`src/rtl/shift_add_unit.sv`:
```
// Registered shift-then-add step: (a << shamt) + b + cin.
// Log2 barrel shifter feeding a ripple-carry adder, one register stage.
module shift_add_unit #(
  parameter int WIDTH   = 48,
  parameter int SHAMT_W = 6
) (
  input  logic               clk,
  input  logic               rst_n,
  input  logic               in_valid,
  input  logic [WIDTH-1:0]   a,
  input  logic [WIDTH-1:0]   b,
  input  logic               cin,
  input  logic [SHAMT_W-1:0] shamt,
  output logic               out_valid,
  output logic [WIDTH-1:0]   shifted,
  output logic [WIDTH-1:0]   sum,
  output logic               cout
);

  logic [SHAMT_W:0][WIDTH-1:0] stg;
  logic [WIDTH-1:0]            sh_d;
  logic [WIDTH-1:0]            sum_d;
  logic [WIDTH:0]              c;

  logic             valid_q;
  logic [WIDTH-1:0] shifted_q;
  logic [WIDTH-1:0] sum_q;
  logic             cout_q;

  assign stg[0] = a;

  // Stage k shifts by 2**k; stages wider than WIDTH zero the word.
  for (genvar k = 0; k < SHAMT_W; k++) begin : g_sh
    localparam int SH = 1 << k;
    if (SH >= WIDTH) begin : g_zero
      assign stg[k+1] = shamt[k] ? '0 : stg[k];
    end else begin : g_shift
      assign stg[k+1] = shamt[k] ? {stg[k][WIDTH-1-SH:0], {SH{1'b0}}}
                                 : stg[k];
    end
  end

  assign sh_d = stg[SHAMT_W];
  assign c[0] = cin;

  for (genvar i = 0; i < WIDTH; i++) begin : g_fa
    assign sum_d[i] = sh_d[i] ^ b[i] ^ c[i];
    assign c[i+1]   = (sh_d[i] & b[i]) | (sh_d[i] & c[i]) | (b[i] & c[i]);
  end

  always_ff @(posedge clk or negedge rst_n) begin
    if (!rst_n) begin
      valid_q   <= 1'b0;
      shifted_q <= '0;
      sum_q     <= '0;
      cout_q    <= 1'b0;
    end else begin
      valid_q <= in_valid;
      if (in_valid) begin
        shifted_q <= sh_d;
        sum_q     <= sum_d;
        cout_q    <= c[WIDTH];
      end
    end
  end

  assign out_valid = valid_q;
  assign shifted   = shifted_q;
  assign sum       = sum_q;
  assign cout      = cout_q;

endmodule

```
`config.mk`:
```
export PLATFORM = sky130hd
export DESIGN_NAME = shift_add_unit
export DESIGN_NICKNAME = d
export VERILOG_FILES = /design/src/rtl/shift_add_unit.sv
export SDC_FILE = /design/constraint.sdc
export NUM_CORES = 1
export LEC_CHECK = 0
export CAP_MARGIN = 20
export CORE_MARGIN = 2
export CORE_UTILIZATION = 40
export DETAILED_ROUTE_END_ITERATION = 16
export GPL_TIMING_DRIVEN = 0
export PLACE_DENSITY = 0.76
export SYNTH_ARGS = -nofsm -noshare
export SYNTH_HDL_FRONTEND = slang
export SYNTH_SLANG_ARGS = --single-unit
```
`constraint.sdc`:
```
create_clock -name clk -period 0.8 [get_ports clk]
set_input_delay 0.16 -clock clk [delete_from_list [all_inputs] [get_ports clk]]
set_output_delay 0.16 -clock clk [all_outputs]
set_load 0.005 [all_outputs]
```
==> flow_metrics.tcl, run 1 <==
set metrics [dict create \
    status "finished, violations left" \
    failed_checks "negative hold slack, negative setup slack" \
    die_w_um 143.7 \
    antenna_found_initial 0 \
    place_inst 1092 \
    synth_cells 626 \
    swShare_pct 31.33 \
    initial_core_util_pct 40.48 \
    hold_viol 35 \
    placed_area_um2 10490 \
    drv_cap 0 \
    power.internal_mw 13.89 \
    yosys_warnings 0 \
    fin_tns_setup_ps -556880 \
    clkPwrFrac_pct 22.8 \
    route.detailed.drc 0 \
    worst_setup_path_end_kind "flop" \
    insertion_delay_ps 340 \
    fin_ws_ps -17090 \
    avgViaCountPerCell 5.818 \
    dp_hpwl_um 21310 \
    path_class "in -> reg" \
    fin_area_um2 12320 \
    drt_first_pass_iters 7 \
    power_density_nw_per_um2 1643 \
    hold_ws_ps -228.4 \
    clockRootBuffer "clkbuf_16" \
    ys_seq_area_share_pct 31.44 \
    nets 1060 \
    gp_congestion 1.008 \
    coreArea_um2 19270 \
    rsz0062_at_grt "true" \
    rows 51 \
    final_cell_count_no_fill 1177 \
    syn_to_final_growth_pct 57.90 \
    fmax_mhz 55.88 \
    grt_pass1_vias 6871 \
    worstPathArrival_ps 18170 \
    crit_top_cell "fa_2" \
    grt_pass1_wl_um 41860 \
    slew_headroom_pct 43.60 \
    worstPathRequired_ps 1070 \
    fin_crit_ps 17890 \
    critical-path-slowest-cell "fa_1" \
    die_h_um 143.7 \
    slowest_delay_ps 400 \
    crit_fanout 4 \
    power_mw 20.23 \
    fin_skew_ps 0 \
    synth_area_um2 7801 \
    synth.ff_latch_count 98 \
    p_comb_share_pct 45.5 \
    vias 6848 \
    drt-total-wl_um 28210 \
    fin_util_pct 63.92 \
    synthFlopType "dfrtp_1" \
    peakVddDrop_uv 930.3 \
    cts-buffers-inserted 9 \
    worst_pin_slew_ps 846.0 \
    setup_viol 195 \
    layout_worst_path_cycle_share_pct 2237 \
    synth.distinct_cells 58 \
    p_switching_mw 6.339 \
    crit_path_start_kind "input port" \
    drive_above_1_share_pct 47.64 \
    leakage_nw 5.070 \
    min_path_type "in -> async" \
    yosysTopAreaCellShare_pct 31.44 \
    syn-num-nets 780 \
    fillers 1479 \
    io_buffers 200 \
    dieArea_um2 20640 \
    syn_avg_cell_area_um2 12.46 \
    cts.sinks 98 \
    avgRoutedWirePerCell_um 23.97 \
    synth-async-reset-ratio_pct 100.0 \
    drt_iter0_markers 496 \
    grtUsageTotal_pct 27.22 \
    power_frac_seq_pct 31.8 \
    grt_overflow 0 \
    grt_max_degree 64 \
    synth_area_leader_cell "dfrtp_1" \
    clkTransAtPathRegs_ps 70 \
    htreeDepth 3 \
    ios 204 \
    slew_viol_final 0 \
    synth_edf_count 0 \
    ant_nets 0 \
    yosys-top-cells-area "dfrtp_1 31%, mux4_2 13%, fa_1 12%" \
    clock_path_buffers 2 \
    cts_tree "yes" \
    dp_slack_ps -18120 \
]
[cell usage after synthesis, types with 3 or more instances]
library cell and n:
buf_1 5, a221oi_1 4, nor2b_1 5, a22o_1 6, a21oi_1 10, buf_4 7
mux2_2 83, o22ai_1 3, mux2i_1 45, a22oi_1 8, o21ai_0 12, clkbuf_1 24
and3_1 5, buf_2 7, mux4_1 11, nor3_1 5, o31ai_1 3, dfrtp_1 98
mux4_2 46, a32oi_1 3, nand2_1 50, fa_1 48, inv_1 6, and2_1 11
nand2b_1 6, buf_6 5, a31oi_1 9, nor2_1 45, o2bb2ai_1 7, nand3_1 10
[what timing repair did]
action,in CTS,in global routing
setup buffers,40,29
endpoints found under the setup margin,195,195
gates resized for setup,235,117
pin swaps,20,26
endpoints found under the hold margin,35,35
[layout by cell type, fill, tap and decap left out, types with 13 or more instances in the layout]
cell type	count
mux2i_4	22
buf_8	14
buf_6	29
clkdlybuf4s50_1	157
dlygate4sd2_1	13
mux2_2	32
nand2_1	44
mux4_2	56
nor2_1	34
dfrtp_1	98
buf_2	15
mux2i_1	17
clkbuf_1	14
fa_2	47
mux2_4	53
buf_4	39
[area by class of cell]
cell class | count | area [um2] | share of cell area [%]
timing repair buffer | 269 | 2673 | 21.70
buffer | 50 | 460.4 | 3.738
clock buffer | 13 | 260.3 | 2.113
sequential | 98 | 2452 | 19.91
antenna | 1 | 2.502 | 0.02031
multi-input combinational | 469 | 6050 | 49.11
clock inverter | 3 | 47.55 | 0.3860
tap | 265 | 331.6 | 2.692
inverter | 9 | 41.29 | 0.3352
[worst max-delay path: cells and delay by family]
family	cells	cell delay [ps]
adder cells (fa/ha/maj)	47	16700
buffers and inverters	6	630
multiplexers	1	230
AND/OR/NAND/NOR	2	260
AO/OA/AOI/OAI	1	120
[metal layers]
layer	GRT usage [%]	vias up	routed length, um
li1	-	2914	-
met1	37.76	3514	11590
met3	2.999	52	1956
met4	8.978	0	774
met5	0	-	0
met2	44.91	368	13880
[power by group through the flow]
stage / Combinational (mW) / Clock (mW) / Sequential, mW
floorplan: 3.48 / 0 / 6.52
detailed placement: 7.49 / 0 / 6.50
global route: 9.77 / 4.85 / 6.54
global placement: 7.32 / 0 / 6.46
finish: 9.20 / 4.60 / 6.43
CTS: 8.48 / 4.68 / 6.42
[sequential cells by signal (all words and copies together), names as in the netlist]
register / cells
sum: 48
out_valid: 1
cout: 1
shifted: 48
[kinds of logic after synthesis]
logic type,Yosys count,synth area share (%)
AO/OA/AOI/OAI,87,8.244
adder cells (fa/ha/maj),48,12.32
AND/OR/NAND/NOR,147,8.693
flip-flops,98,31.44
buffers and inverters,59,4.186
multiplexers,187,35.12
[worst paths after layout]
path	endpoint	start	cells past startpoint	slack, ps
worst max-delay path	sum[47]	shamt[0]	57	-17090
worst min-delay path	shifted[14]	rst_n	1	-230
worst max register to register	shifted[7]	shifted[7]	1	10
worst min register to register	shifted[23]	shifted[23]	1	490
max in group asynchronous	sum[41]	rst_n	2	340
min in group clk	out_valid	in_valid	1	280
No activity file was read; power rests on OpenSTA's default activity.
==> inputs of run 2 (changes only) <==
--- a/config.mk
+++ b/config.mk
@@ -8,9 +8,11 @@
 export CAP_MARGIN = 20
 export CORE_MARGIN = 2
 export CORE_UTILIZATION = 40
+export CTS_BUF_LIST = sky130_fd_sc_hd__clkbuf_8
 export DETAILED_ROUTE_END_ITERATION = 16
 export GPL_TIMING_DRIVEN = 0
 export PLACE_DENSITY = 0.76
+export RECOVER_POWER = 25
 export SYNTH_ARGS = -nofsm -noshare
 export SYNTH_HDL_FRONTEND = slang
 export SYNTH_SLANG_ARGS = --single-unit
==> run 2 against run 1 <==
  * The run still ends with negative hold slack, negative setup slack left
  * Sequential power is essentially flat
  * Global-route usage grew 0.19 points
  * Sequential share of layout area grew 0.43 points
  * Clock power shrank 24%
  * Non-clock buffer count grew 8
  * Die area is the same
  * Fmax is essentially flat
  * Total power shrank 6.6%
  * First-iteration DRC count shrank 13%
  * Clock-buffer cell count shrank 2
  * Wire length grew 1.3%
  * Register-to-register slack is essentially flat
  * Highest routed layer unchanged
==> flow_metrics.tcl, run 2 (same netlist as run 1, synthesis figures left out) <==
set metrics [dict create \
    status "finished, violations left" \
    failed_checks "negative hold slack, negative setup slack" \
    fin_crit_ps 17880 \
    diodes 0 \
    insertion_delay_ps 360 \
    rows 51 \
    fin_skew_ps 0 \
    nets 1068 \
    leakage_nw 5.059 \
    die_h_um 143.7 \
    dp_hpwl_um 21310 \
    drive_above_1_share_pct 49.29 \
    drt_first_pass_iters 8 \
    antenna_found_initial 0 \
    worst_setup_path_end_kind "flop" \
    cts-buffers-inserted 9 \
    initial_core_util_pct 40.48 \
    layout_commonest_cell "clkdlybuf4s50_1" \
    io_buffers 200 \
    gp_congestion 1.008 \
    final_cell_mix "133 x clkdlybuf4s50_1, 98 x dfrtp_1, 56 x mux4_2, 51 x mux2_4, 47 x fa_2" \
    drt-total-wl_um 28580 \
    critical-path-slowest-cell "fa_1" \
    slowest_delay_ps 400 \
    fillers 1538 \
    min_path_type "in -> async" \
    cts.sinks 98 \
    worstPathArrival_ps 18170 \
    grt_overflow 0 \
    die_w_um 143.7 \
    crit_path_start_kind "input port" \
    fmax_mhz 55.93 \
    hold_viol 35 \
    power_density_nw_per_um2 1568 \
    worst_pin_slew_ps 964.8 \
    dieArea_um2 20640 \
    grtUsageTotal_pct 27.42 \
    grt_max_degree 64 \
    fin_tns_setup_ps -557900 \
    setup_viol 195 \
    drv_cap 0 \
    worstPathRequired_ps 1090 \
    syn_to_final_growth_pct 54.56 \
    rsz0062_at_grt "true" \
    dp_slack_ps -18120 \
    layout_worst_path_cycle_share_pct 2235 \
    fin_ws_ps -17080 \
    path_class "in -> reg" \
    crit_top_cell "fa_2" \
    coreArea_um2 19270 \
    hold_ws_ps -69.09 \
    grt_pass1_wl_um 42410 \
    clock_path_buffers 2 \
    drt_iter0_markers 432 \
    clkTransAtPathRegs_ps 100 \
    grt_pass1_vias 6934 \
    cts_tree "yes" \
    htreeDepth 3 \
    slew_headroom_pct 35.68 \
    avgRoutedWirePerCell_um 24.14 \
    ios 204 \
    vias 6909 \
    peakVddDrop_uv 689.6 \
    crit_fanout 4 \
    ant_nets 0 \
    route.detailed.drc 0 \
    clockRootBuffer "clkbuf_8" \
    slew_viol_final 0 \
    avgViaCountPerCell 5.835 \
]
==> run 2: repair_timing <==
action | in CTS | in global routing
gates resized for setup | 233 | 135
pin swaps | 19 | 29
buffers inserted | 38 | 39
setup endpoints to repair | 195 | 195
hold endpoints to repair | 35 | 35
==> run 2: report_power, final <==
part	total (mW)	internal, mW	switching (mW)
Sequential	6.42	5.89	0.530
Combinational	9.01	5.17	3.83
Clock	3.48	1.61	1.87
Total	18.9	12.7	6.23
==> run 2: final cells by class <==
type	count	area, um2	area share [%]
plain buffers	50	444.2	3.684
clock buffers	11	151.4	1.256
clock inverters	5	55.05	0.4566
inverters	9	41.29	0.3424
multi-input cells	469	5953	49.37
flip-flops and latches	98	2452	20.34
well taps	265	331.6	2.750
repair buffers	277	2629	21.80
==> run 2: critical path, delay by kind of cell <==
kind | cells | cell delay, ps
AOI/OAI and AO/OA | 1 | 120
adders and majority gates | 47 | 16710
buffers and inverters | 6 | 650
muxes | 1 | 230
and+or+nand+nor | 2 | 260
==> run 2: worst paths after layout <==
check	depth (start not counted)	endpoint	slack, ps	from
min in group clk	1	out_valid	250	in_valid
worst min register to register	1	shifted[23]	500	shifted[23]
worst max-delay path	57	sum[47]	-17080	shamt[0]
worst min-delay path	1	shifted[14]	-70	rst_n
worst max register to register	1	shifted[7]	10	shifted[7]
max in group asynchronous	2	sum[37]	40	rst_n
==> run 2: through the flow <==
| stage | utilization (%) | area (um2) | std cells | total power, mW |
|---|---|---|---|---|
| after global placement | 54.31 | 10470 | 1091 | 13.78 |
| final | 62.57 | 12060 | 1184 | 18.90 |
| after global routing | 62.57 | 12060 | 1184 | 19.81 |
| after floorplan | - | 8133 | 626 | 9.999 |
| after CTS | 60.03 | 11570 | 1146 | 18.45 |
| after detailed placement | 54.44 | 10490 | 1092 | 13.99 |
==> run 2: per-layer routing <==
layer | wire, um | GRT usage, % | up-vias | part of all wire, %
li1 | - | - | 2920 | -
met1 | 11850 | 37.84 | 3548 | 41
met2 | 13980 | 45.21 | 377 | 49
met3 | 1786 | 3.632 | 64 | 6.2
met4 | 958 | 8.566 | 0 | 3.4
met5 | 0 | 0 | - | 0
